### src/rtl/hazard_pkg.sv
// Shared types for the load-use hazard scoreboard.
// Entry layout, cycle classification and default widths.
package hazard_pkg;

   localparam int REG_AW_DEF   = 5;
   localparam int LOAD_LAT_DEF = 2;
   // Widest register address an entry can hold; narrower ids are zero-extended.
   localparam int SB_AW        = 8;

   typedef struct packed {
      logic             valid;
      logic [SB_AW-1:0] rd;
   } sb_entry_t;

   typedef enum logic [2:0] {
      CL_RESET,
      CL_FREEZE,
      CL_FLUSH,
      CL_STALL,
      CL_RUN
   } cycle_cls_e;

   function automatic sb_entry_t mkEntry(
      input logic             v,
      input logic [SB_AW-1:0] r
   );
      sb_entry_t e;
      e.valid = v;
      e.rd    = r;
      return e;
   endfunction

   // Register zero is hardwired, so it never creates a dependency.
   function automatic logic entryHit(
      input sb_entry_t        e,
      input logic [SB_AW-1:0] r
   );
      return e.valid && (e.rd == r) && (r != '0);
   endfunction

endpackage

### src/rtl/load_scoreboard.sv
// Shift register of in-flight loads and the source-match lookup.
// Entry 0 is the youngest load; the oldest drops off on every shift.
module load_scoreboard
   import hazard_pkg::*;
#(
   parameter int REG_AW   = REG_AW_DEF,
   parameter int LOAD_LAT = LOAD_LAT_DEF
) (
   input  logic              clk,
   input  logic              reset,
   input  logic              shiftEn,
   input  logic              insValid,
   input  logic [REG_AW-1:0] insRd,
   input  logic [REG_AW-1:0] qRs,
   input  logic [REG_AW-1:0] qRt,
   output logic              rsAny,
   output logic              rtAny,
   output logic              rtYoung
);

   sb_entry_t sb [LOAD_LAT];

   logic [SB_AW-1:0] rsX;
   logic [SB_AW-1:0] rtX;

   assign rsX = SB_AW'(qRs);
   assign rtX = SB_AW'(qRt);

   always_ff @(posedge clk) begin
      if (reset) begin
         for (int i = 0; i < LOAD_LAT; i++) begin
            sb[i] <= '0;
         end
      end else if (shiftEn) begin
         sb[0] <= mkEntry(insValid, SB_AW'(insRd));
         for (int i = 1; i < LOAD_LAT; i++) begin
            sb[i] <= sb[i-1];
         end
      end
   end

   // Late rt consumers (store data) tolerate the oldest entry.
   always_comb begin
      rsAny   = 1'b0;
      rtAny   = 1'b0;
      rtYoung = 1'b0;
      for (int i = 0; i < LOAD_LAT; i++) begin
         rsAny = rsAny | entryHit(sb[i], rsX);
         rtAny = rtAny | entryHit(sb[i], rtX);
      end
      for (int i = 0; i < LOAD_LAT - 1; i++) begin
         rtYoung = rtYoung | entryHit(sb[i], rtX);
      end
   end

endmodule

### src/rtl/hazard_scoreboard.sv
// Load-use hazard unit: stall/flush/freeze priority, stall counter
// and a sticky watchdog for runaway stalls.
module hazard_scoreboard
   import hazard_pkg::*;
#(
   parameter int REG_AW    = REG_AW_DEF,
   parameter int LOAD_LAT  = LOAD_LAT_DEF,
   parameter int CNT_W     = 4,
   parameter int MAX_STALL = 3
) (
   input  logic              clk,
   input  logic              reset,
   input  logic              id_valid,
   input  logic [REG_AW-1:0] id_rs,
   input  logic [REG_AW-1:0] id_rt,
   input  logic              id_uses_rs,
   input  logic              id_uses_rt,
   input  logic              id_rt_late,
   input  logic              id_is_load,
   input  logic [REG_AW-1:0] id_rd,
   input  logic              ex_branch_taken,
   input  logic              mem_busy,
   output logic              pc_write,
   output logic              ifid_write,
   output logic              ctrl_mux,
   output logic              flush_ifid,
   output logic [CNT_W-1:0]  stall_cycles,
   output logic              stall_timeout
);

   localparam logic [CNT_W-1:0] CNT_SAT   = '1;
   localparam logic [CNT_W-1:0] CNT_LIMIT = CNT_W'(MAX_STALL);

   logic       rsAny;
   logic       rtAny;
   logic       rtYoung;
   logic       hazard;
   logic       shiftEn;
   logic       insValid;
   cycle_cls_e cls;

   logic [CNT_W-1:0] cntNext;

   load_scoreboard #(
      .REG_AW  (REG_AW),
      .LOAD_LAT(LOAD_LAT)
   ) u_sb (
      .clk     (clk),
      .reset   (reset),
      .shiftEn (shiftEn),
      .insValid(insValid),
      .insRd   (id_rd),
      .qRs     (id_rs),
      .qRt     (id_rt),
      .rsAny   (rsAny),
      .rtAny   (rtAny),
      .rtYoung (rtYoung)
   );

   assign hazard = id_valid
                 & ((id_uses_rs & rsAny)
                 |  (id_uses_rt & (id_rt_late ? rtYoung : rtAny)));

   always_comb begin
      if (reset)                cls = CL_RESET;
      else if (mem_busy)        cls = CL_FREEZE;
      else if (ex_branch_taken) cls = CL_FLUSH;
      else if (hazard)          cls = CL_STALL;
      else                      cls = CL_RUN;
   end

   always_comb begin
      pc_write   = 1'b0;
      ifid_write = 1'b0;
      ctrl_mux   = 1'b0;
      flush_ifid = 1'b0;
      shiftEn    = 1'b0;
      insValid   = 1'b0;
      unique case (cls)
         CL_RESET: ;
         CL_FREEZE: begin
            ctrl_mux = 1'b1;
         end
         CL_FLUSH: begin
            pc_write   = 1'b1;
            ifid_write = 1'b1;
            flush_ifid = 1'b1;
            shiftEn    = 1'b1;
         end
         CL_STALL: begin
            shiftEn = 1'b1;
         end
         CL_RUN: begin
            pc_write   = 1'b1;
            ifid_write = 1'b1;
            ctrl_mux   = 1'b1;
            shiftEn    = 1'b1;
            insValid   = id_valid & id_is_load & (id_rd != '0);
         end
         default: ;
      endcase
   end

   always_comb begin
      cntNext = '0;
      unique case (cls)
         CL_STALL:  cntNext = (stall_cycles == CNT_SAT)
                            ? stall_cycles : stall_cycles + 1'b1;
         CL_FREEZE: cntNext = stall_cycles;
         default:   cntNext = '0;
      endcase
   end

   // Watchdog rises on the same edge the counter reaches the limit.
   always_ff @(posedge clk) begin
      if (reset) begin
         stall_cycles  <= '0;
         stall_timeout <= 1'b0;
      end else begin
         stall_cycles <= cntNext;
         if (cls == CL_STALL && cntNext >= CNT_LIMIT) begin
            stall_timeout <= 1'b1;
         end
      end
   end

endmodule

### config.mk
export PLATFORM = sky130hd
export DESIGN_NAME = hazard_scoreboard
export DESIGN_NICKNAME = d
export VERILOG_FILES = /design/src/rtl/hazard_pkg.sv /design/src/rtl/load_scoreboard.sv /design/src/rtl/hazard_scoreboard.sv
export SDC_FILE = /design/constraint.sdc
export NUM_CORES = 1
export LEC_CHECK = 0
export ABC_AREA = 1
export BUFFER_PORTS_ARGS = -buffer_cell sky130_fd_sc_hd__buf_2
export CAP_MARGIN = 5
export CORE_UTILIZATION = 55
export CTS_BUF_LIST = sky130_fd_sc_hd__clkbuf_16
export CTS_CLUSTER_SIZE = 30
export DETAILED_ROUTE_END_ITERATION = 10
export MAX_ROUTING_LAYER = met4
export PLACE_DENSITY = 0.89
export SYNTH_ARGS = -nofsm -noshare
export SYNTH_HDL_FRONTEND = slang
export SYNTH_SLANG_ARGS = --single-unit
### constraint.sdc
create_clock -name clk -period 4.5 [get_ports clk]
set_input_delay 0.225 -clock clk [delete_from_list [all_inputs] [get_ports clk]]
set_output_delay 0.225 -clock clk [all_outputs]
set_load 0.05 [all_outputs]
==> flow_summary.ini, run 1 <==
[setup_path]
crit_type = reg2out
cp_max_fo = 5
endpoint_kind = primary output
cp.arrival_ns = 1.79
r2r_setup_slack_ns = 2.91
r2r-end = stall_timeout$_SDFFE_PP0P_
path_cells = inv_1 > nand2_1 > nand2_1 > nor2_1 > nand3_1 > nand2_1 > nand2_1 > nand2_2 > nand2_1 > nand2_1 > o21ai_0 > buf_2
critPathLaunchType = flip-flop
worst_path_most_repeated_cell = nand2_1
r2r_cells = 11
r2r_start = stall_cycles[0]$_SDFF_PP0_
max_stage_delay_ns = 0.43
crit_start = u_sb.sb[0][1]$_SDFFCE_PN0P_
required_ns = 4.28
crit_path_top_delay_cell = edfxtp_1

[floorplan]
die_w_um = 48.61
floorplan.core_area_mm2 = 0.002002
ios = 33
die_y_um = 48.61
rows = 16
start_util = 0.5969
dieArea_mm2 = 0.002363

[cells_and_area]
fill_cells = 175
seq_area_um2 = 460.4
diodes = 0
final_cell_mix = nand2_1, inv_1, nor2_1, buf_2, edfxtp_1
post_route_cells_drive_above_1_share = 0.1991
layout.nets = 252
final_common_cell = nand2_1
area_delta_synth_final_pct = 21.89
multiInputGateArea_um2 = 580.6

[place]
numPortBuffers = 32
dpl.hpwl_um = 2006
gp_congestion = 0.9206

[yosys]
synth_cells = 192
postSynthAreaPerCell_um2 = 6.223
synth_top_area_frac = 0.3016
ys_top_cells_by_area = edfxtp_1, nand2_1, nor2_1
yosys_warnings = 0
synth_top_area_cell = edfxtp_1
ys_seq_area_frac = 0.3853
netlist_area_mm2 = 0.001195
ys_types = 23
synth-seq-cells = 17
synthesis.nets = 217

[drt]
routed_wl_um = 2630
post_drt_wl_per_cell_um = 10.40
dr_total_vias = 1247
drtIter0Drc = 30
drc = 0
vias_per_cell = 4.929
final_antenna_net_count = 0
firstDrtPassIters = 4

[cts]
cts.htree.levels = 1
postCtsHoldBufs = 0
root_buffer = clkbuf_16
clockBufferDepth = 2
clkTransAtPathRegs_ns = 0.05
clock_latency_ns = 0.25
cts_tree = yes
cts_num_sinks = 17
post-cts-setup-buffers = 0
ctsResizeCount = 0
cts_buffers = 3

[timing]
rsz0062_at_grt = false
fmax_mhz = 496.5
hold_viol = 0
slew_violations = 0
period_needed_ns = 2.014
finalSetupViolations = 0
finalClockSkew_ns = 0.001522
fin_setup_tns_ns = 0
tightest_slew_ns = 0.5100
fin_crit_sh = 0.4476
relSlewSlack = 0.6596

[global_route]
grt_pass1_wl_um = 4402
met2_usage = 0.4144
grt_busiest_layer = met2
grt_pass1_vias = 1072
grt_util_all_layers = 0.2517
grt_overflow = 0
met1_usage = 0.3085
use_met3 = 0.02830
antenna_found_initial = 0
grt_max_degree = 15

[worst_hold_path]
worstHoldStart = reset
holdPathEnd = stall_timeout$_SDFFE_PP0P_
hold_depth = 2
hold_class = in2reg

[power_and_ir_drop]
power_frac_clock = 0.408
p_leak_uw = 0.0008369
switching_share = 0.2542
p_per_area_mw_per_mm2 = 292.3
power.internal_uw = 317.5
peakVddDrop_mv = 0.2277
p_seq_frac = 0.428
p_sw_uw = 108.2
fin_total_pwr_uw = 425.7
comb_power_share = 0.164

[run_status]
status = completed

[run]
maxCapViolCount = 0
==> how the worst max path moves through the flow <==
stage / endpoint / depth (start not counted)
2_1_floorplan: pc_write / 11
3_3_place_gp: pc_write / 12
3_5_place_dp: ifid_write / 12
4_1_cts: ifid_write / 12
5_1_grt: ifid_write / 11
6_report: ifid_write / 12
==> layer usage <==
layer / share of wire / up-vias / routed length [um]
met5: 0 / - / 0
met4: 0.021 / 0 / 54
met3: 0.037 / 6 / 97
met2: 0.48 / 40 / 1257
met1: 0.46 / 545 / 1220
li1: - / 656 / -
==> power by group through the flow <==
stage / Combinational (uW) / Sequential (uW) / Clock [uW]
6_report: 69.6 / 182 / 174
5_1_grt: 79.2 / 183 / 182
4_1_cts: 69.4 / 182 / 178
3_5_place_dp: 68.9 / 185 / 0
3_3_place_gp: 67.7 / 185 / 0
2_1_floorplan: 46.0 / 183 / 0
==> area by class of cell <==
type                            count  area share
Clock inverter                      1    0.002577
Sequential cell                    17      0.3162
Timing Repair Buffer               32      0.1100
Clock buffer                        3     0.05155
Tap cell                           27     0.02320
Multi-Input combinational cell    135      0.3986
Inverter                           38     0.09794
==> logic make-up after synthesis <==
group | count (synthesis) | synth area share
multiplexers | 1 | 0.009423
AND/OR/NAND/NOR | 123 | 0.4147
AO/OA/AOI/OAI | 9 | 0.04397
adder cells (fa/ha/maj) | 1 | 0.01047
flip-flops | 17 | 0.3853
XOR/XNOR | 1 | 0.007331
buffers and inverters | 40 | 0.1288
==> worst max-delay path, delay by kind of cell, from the launching register on <==
family | cells | cell delay (ns)
flip-flops | 1 | 0.43
buffers and inverters | 2 | 0.42
AND/OR/NAND/NOR | 9 | 0.57
AO/OA/AOI/OAI | 1 | 0.11
==> state kept, by name, indices dropped and copies added, names as in the netlist <==
signal / count
stall_cycles: 4
u_sb.sb: 12
stall_timeout: 1
==> stage by stage <==
step / cells / worst slack (ns) / cell area [um^2] / hold slack, ns / util
6_report: 253 / 2.486 / 1456 / 0.1581 / 0.7275
5_1_grt: 253 / 2.329 / 1456 / 0.1734 / 0.7275
4_1_cts: 253 / 2.492 / 1456 / 0.1550 / 0.7275
3_5_place_dp: 249 / 2.770 / 1378 / 0.4172 / 0.6881
3_3_place_gp: 249 / 2.789 / 1378 / 0.4139 / 0.6881
2_1_floorplan: 192 / 2.301 / 1195 / 0.2874 / -
==> cell usage after synthesis <==
cell type  count
inv_2          6
ha_1           1
mux2_1         1
buf_4          1
dfxtp_1        5
xor2_1         1
clkbuf_1       1
nand4_1        7
nor3_1         1
a21oi_1        1
nand3_1        4
inv_1         31
nand2_1       75
and3_1         1
clkinv_1       1
o21ai_1        3
edfxtp_1      12
o21ai_0        3
nor2_1        32
nand2_2        2
nor2_2         1
a311oi_1       1
a21oi_2        1
Note: power is estimated with default switching activity, not from simulation.
==> run 2: changes to the inputs <==
- CORE_UTILIZATION: 55 -> 51
- PLACE_DENSITY: 0.89 -> 0.84
- clock period: 4.5 -> 2 ns (I/O delays scaled with it)
==> run 2 against run 1 <==
Effect of this change: count of clock-buffer cells in the layout is the same; hold slack lost 0.12 ns; clock skew grew 0.0016 ns; core utilization shrank 5.5 points; clock power grew 130%; critical path type unchanged; register-to-register slack lost 2.5 ns; critical endpoint is now ctrl_mux; first-iteration DRC count shrank 10%; global-route usage shrank 1.9 points.
==> flow_summary.ini, run 2 (synthesis results as in run 1) <==
[timing]
period_needed_ns = 1.835
hold_viol = 0
fin_setup_tns_ns = 0
finalClockSkew_ns = 0.003081
relSlewSlack = 0.6714
fmax_mhz = 545.0
finalSetupViolations = 0
fin_crit_sh = 0.9174
tightest_slew_ns = 0.4923
slew_violations = 0

[setup_path]
r2r-end = stall_timeout$_SDFFE_PP0P_
cp.arrival_ns = 1.73
endpoint_kind = primary output
cp-endpoint = ctrl_mux
r2r_cells = 11
crit_type = reg2out
required_ns = 1.90
r2r_start = stall_cycles[0]$_SDFF_PP0_
r2r_setup_slack_ns = 0.39
critPathLaunchType = flip-flop
cp_max_fo = 5
crit_start = u_sb.sb[0][2]$_SDFFCE_PN0P_

[cells_and_area]
largest_reg_flops = 12
post_route_cells_drive_above_1_share = 0.2070
area_delta_synth_final_pct = 24.50
top_regs = u_sb.sb: 12 flops, stall_cycles: 4 flops, stall_timeout: 1 flops
final_common_cell = nand2_1
diodes = 0
final_cell_mix = nand2_1, inv_1, nor2_1
design_area_mm2 = 0.001488
fill_cells = 203
largest-register = u_sb.sb
layout.nets = 253

[place]
dpl.hpwl_um = 1912
numPortBuffers = 32
gp_congestion = 0.9129
placed_cell_area_mm2 = 0.001386

[worst_hold_path]
worstHoldStart = reset
hold_class = in2reg

[cts]
root_buffer = clkbuf_16
clkTransAtPathRegs_ns = 0.05
clock_latency_ns = 0.25
cts_num_sinks = 17
cts_tree = yes
cts.htree.levels = 1
clockBufferDepth = 2
cts_buffers = 3
post-cts-setup-buffers = 0

[global_route]
grt_pass1_vias = 1046
grt_util_all_layers = 0.2327
grt_max_degree = 14
grt_overflow = 0
grt_pass1_wl_um = 4264
antenna_found_initial = 0

[power_and_ir_drop]
p_leak_uw = 0.0008472
power_frac_clock = 0.407
p_seq_frac = 0.423
peakVddDrop_mv = 0.4549
p_per_area_mw_per_mm2 = 650.6
p_sw_uw = 246.7
switching_share = 0.2549
power.internal_uw = 721.2
comb_power_share = 0.170

[floorplan]
die_w_um = 50.41
die_y_um = 50.41
start_util = 0.5402
dieArea_mm2 = 0.002541
floorplan.core_area_mm2 = 0.002212
rows = 17
ios = 33

[drt]
drc = 0
firstDrtPassIters = 4
vias_per_cell = 4.851
dr_total_vias = 1237
post_drt_wl_per_cell_um = 10.23
drtIter0Drc = 27
final_antenna_net_count = 0
routed_wl_um = 2608

[run]
maxCapViolCount = 0

[run_status]
status = completed
[run 2: power by group through the flow]
stage	Sequential, uW	Clock (uW)	Combinational [uW]
after floorplan	413	0	104
after global placement	416	0	154
after detailed placement	416	0	155
after CTS	409	399	157
after global routing	412	414	184
final	409	394	164
[run 2: metrics by stage]
stage          setup slack, ns    util  std cells  power, uW  hold slack (ns)
3_5_place_dp            0.3853  0.6267        251      570.9           0.2966
2_1_floorplan          0.05790       -        192      516.4           0.1624
4_1_cts                 0.1092  0.6623        255      965.0          0.03576
3_3_place_gp            0.4070  0.6267        251      569.4           0.2916
5_1_grt              -0.008647  0.6725        255       1011          0.04160
6_report                0.1652  0.6725        255      967.9          0.03598
[run 2: layout make-up]
class                           instances  area (um^2)  share of cell area
Multi-Input combinational cell        135        584.3              0.3928
Sequential cell                        17        460.4              0.3095
Timing Repair Buffer                   33        186.4              0.1253
Inverter                               38        142.6             0.09588
Clock buffer                            3        75.07             0.05046
Tap cell                               28        35.03             0.02355
Clock inverter                          1        3.754            0.002523
[run 2: worst max-delay path, stage by stage, from the launching register on]
cell	delay [ns]
edfxtp_1	0.42
nand2_1	0.09
nand2_1	0.04
nor2_1	0.13
nand3_1	0.10
nand2_1	0.07
nand2_1	0.07
nand2_2	0.12
nand2_1	0.08
nand2_1	0.11
nand2_1	0.08
buf_6	0.17
[run 2: how the worst min path moves through the flow]
| stage | end | slack, ns | depth (start not counted) |
|---|---|---|---|
| after floorplan | stall_timeout$_SDFFE_PP0P_ | 0.16 | 1 |
| after CTS | stall_timeout$_SDFFE_PP0P_ | 0.04 | 2 |
| after global routing | stall_timeout$_SDFFE_PP0P_ | 0.04 | 2 |
| after detailed placement | stall_timeout$_SDFFE_PP0P_ | 0.30 | 2 |
| after global placement | stall_timeout$_SDFFE_PP0P_ | 0.29 | 2 |
| final | stall_timeout$_SDFFE_PP0P_ | 0.04 | 2 |
[run 2: per-layer routing]
| layer | track usage | wire (um) |
|---|---|---|
| met5 | - | 0 |
| met4 | 0.1111 | 53 |
| met3 | 0.03939 | 165 |
| met2 | 0.3511 | 1144 |
| met1 | 0.3033 | 1245 |
[run 2: repair_timing]
action | CTS | global route
hold buffers | 0 | 0
resized for setup | 0 | 10
setup endpoints to repair | 0 | 3
==> run 3: changes to the inputs <==
- ABC_AREA: 1 -> default
- CORE_MARGIN: default -> 5
- CORE_UTILIZATION: 51 -> 50
==> run 3 against run 2 <==
Effect of this change: the run now ends with negative setup slack left; global-route usage fell by 4.0 points; critical path depth fell by 4; sequential cell count did not move; wire length grew 13%; final area increased by 4.0%; count of clock-buffer cells in the layout stayed put; worst setup slack got worse by 0.46 ns; largest power group unchanged.
==> flow_summary.ini, run 3 <==
[run_status]
status = finished, violations left
violations = negative setup slack

[setup_path]
crit_type = reg2out
cp.arrival_ns = 2.20
cp_max_fo = 3
required_ns = 1.90
r2r_cells = 9
r2r_setup_slack_ns = -0.04
critPathLaunchType = flip-flop
crit_family = simple AND/OR/NAND/NOR gates
path_cells = xor2_1 > nor4_2 > a32oi_2 > o22ai_2 > a2111oi_4 > or2_4 > buf_6
max_stage_delay_ns = 0.44
crit_path_top_delay_cell = edfxtp_1
cp_num_cells = 7
endpoint_kind = primary output
crit_buf_inv = 1

[worst_hold_path]
hold_depth = 2
hold_class = in2reg

[yosys]
postSynthAreaPerCell_um2 = 10.54
ys_async_sr_fraction = 0
yosysMostFrequentCell = xor2_1
ys_seq_area_frac = 0.4121
synth_top_area_cell = edfxtp_1
synth_cells = 106
synth-seq-cells = 17
yosys-top-cells-count = xor2_1, and2_1, edfxtp_1
synth_ff_type = edfxtp_1
ys_top_cells_by_area = edfxtp_1, xor2_1, dfxtp_1
netlist_area_mm2 = 0.001117
yosys_warnings = 0
ys_types = 39
synthesis.nets = 131
synth_top_area_frac = 0.3225
synth_enable_flop_cells = 12

[cells_and_area]
multiInputGateArea_um2 = 680.7
layout.nets = 179
fill_cells = 172
largest-register = u_sb.sb
seq_area_um2 = 460.4
diodes = 0
post_route_cells_drive_above_1_share = 0.4248
area_delta_synth_final_pct = 38.52
largest_reg_flops = 12
final_common_cell = buf_2
top_regs = u_sb.sb: 12 flops, stall_cycles: 4 flops, stall_timeout: 1 flops
final_cell_mix = buf_2, xor2_1, and2_1, buf_4, edfxtp_1

[timing]
finalSetupViolations = 9
rsz0062_at_grt = true
fmax_mhz = 435.5
hold_viol = 0
relSlewSlack = 0.6916
tightest_slew_ns = 0.4584
timing.hold.ws_ns = 0.08666
fin_crit_sh = 1.148
slew_violations = 0
period_needed_ns = 2.296
fin_setup_tns_ns = -1.024
finalClockSkew_ns = 0.002171
setup_ws_ns = -0.2963

[global_route]
antenna_found_initial = 0
grt_pass1_vias = 1028
grt_util_all_layers = 0.1925
grt_pass1_wl_um = 4698
grt_overflow = 0
grt_max_degree = 14

[floorplan]
floorplan.core_area_mm2 = 0.002170
die_y_um = 57.27
die_w_um = 57.27
rows = 17
start_util = 0.5150
dieArea_mm2 = 0.003280
ios = 33

[drt]
drc = 0
vias_per_cell = 5.481
drtIter0Drc = 20
dr_total_vias = 992
routed_wl_um = 2960
final_antenna_net_count = 0
post_drt_wl_per_cell_um = 16.35
firstDrtPassIters = 4

[cts]
root_buffer = clkbuf_16
cts_tree = yes
cts_buffers = 3
clockBufferDepth = 2
cts.htree.levels = 1
clkTransAtPathRegs_ns = 0.05
clock_latency_ns = 0.25
cts_num_sinks = 17

[power_and_ir_drop]
p_seq_frac = 0.408
p_sw_uw = 276.7
power.internal_uw = 756.6
power_frac_clock = 0.394
peakVddDrop_mv = 0.5906
switching_share = 0.2678
p_per_area_mw_per_mm2 = 667.6
p_leak_uw = 0.0006499
comb_power_share = 0.198

[run]
maxCapViolCount = 0

[place]
pre_cts_slack_ns = -0.05241
numPortBuffers = 32
gp_congestion = 0.9588
dpl.hpwl_um = 2173
-- run 3: cell count changes after synthesis, sizes merged, moves of 3 or more --
cell and delta:
nor4 +4, a21oi +6, xnor2 +3, or4 +3, xor2 +16, nand2 -74
inv -33, and2 +14, or2 +3, nor2 -29, nand4 -7, nand3 -4
-- run 3: repair_timing --
| item | CTS | global route |
|---|---|---|
| hold buffers | 0 | 0 |
| endpoints found under the hold margin | 0 | 0 |
| gates cloned | 0 | 0 |
| setup buffers | 0 | 6 |
| gates resized for setup | 6 | 7 |
| pin swaps | 1 | 9 |
| setup endpoints to repair | 7 | 7 |
-- run 3: worst reg2reg max path, cell delays in order (launching register included) --
cell and delay (ns):
edfxtp_1 0.44, buf_4 0.18, xor2_2 0.14, nor4_2 0.19, a32oi_2 0.18, buf_4 0.17, o32ai_4 0.36, buf_4 0.18
a21oi_1 0.05, nor2_1 0.09
-- run 3: per-stage QoR --
step | area (um^2) | cells | power (uW) | util
2_1_floorplan | 1131 | 106 | 535.4 | -
3_5_place_dp | 1371 | 172 | 608.6 | 0.6321
5_1_grt | 1548 | 181 | 1074 | 0.7134
6_report | 1548 | 181 | 1033 | 0.7134
3_3_place_gp | 1371 | 172 | 598.8 | 0.6321
4_1_cts | 1481 | 176 | 1021 | 0.6828
-- run 3: kinds of logic (layout without fill, tap and decap cells) --
logic type | after synthesis | in the layout | share of synthesized area
and+or+nand+nor | 39 | 39 | 0.2206
AOI/OAI and AO/OA | 23 | 23 | 0.1758
xor gates and xnor gates | 20 | 20 | 0.1568
DFF | 17 | 17 | 0.4121
buffers and inverters | 6 | 53 | 0.02351
adders and majority gates | 1 | 1 | 0.01120
-- run 3: layer usage --
| layer | routed length (um) | vias up | GRT usage |
|---|---|---|---|
| li1 | - | 481 | - |
| met1 | 1201 | 466 | 0.2113 |
| met2 | 1552 | 41 | 0.3100 |
| met3 | 165 | 4 | 0.04977 |
| met4 | 40 | 0 | 0.1192 |
| met5 | 0 | - | - |
-- run 3: area by class of cell --
cell class	count	area share
Timing Repair Buffer	45	0.1787
Inverter	4	0.009701
Sequential cell	17	0.2975
Clock buffer	3	0.04850
Clock inverter	1	0.003234
Multi-Input combinational cell	83	0.4398
Tap cell	28	0.02264
-- run 3: worst paths after layout --
path                                                  start                          to
worst min-delay path                                  reset  stall_timeout$_SDFFE_PP0P_
worst max register to register  u_sb.sb[0][0]$_SDFFCE_PN0P_  stall_cycles[3]$_SDFF_PP0_
worst min register to register   stall_timeout$_SDFFE_PP0P_  stall_timeout$_SDFFE_PP0P_
worst max-delay path            u_sb.sb[0][0]$_SDFFCE_PN0P_                  ifid_write
-- run 3: power groups by stage --
stage / clock (uW) / sequential, uW / combinational, uW
after floorplan: 0 / 432 / 103
after global placement: 0 / 425 / 174
after detailed placement: 0 / 428 / 180
after CTS: 410 / 421 / 190
after global routing: 430 / 424 / 220
final: 408 / 421 / 204
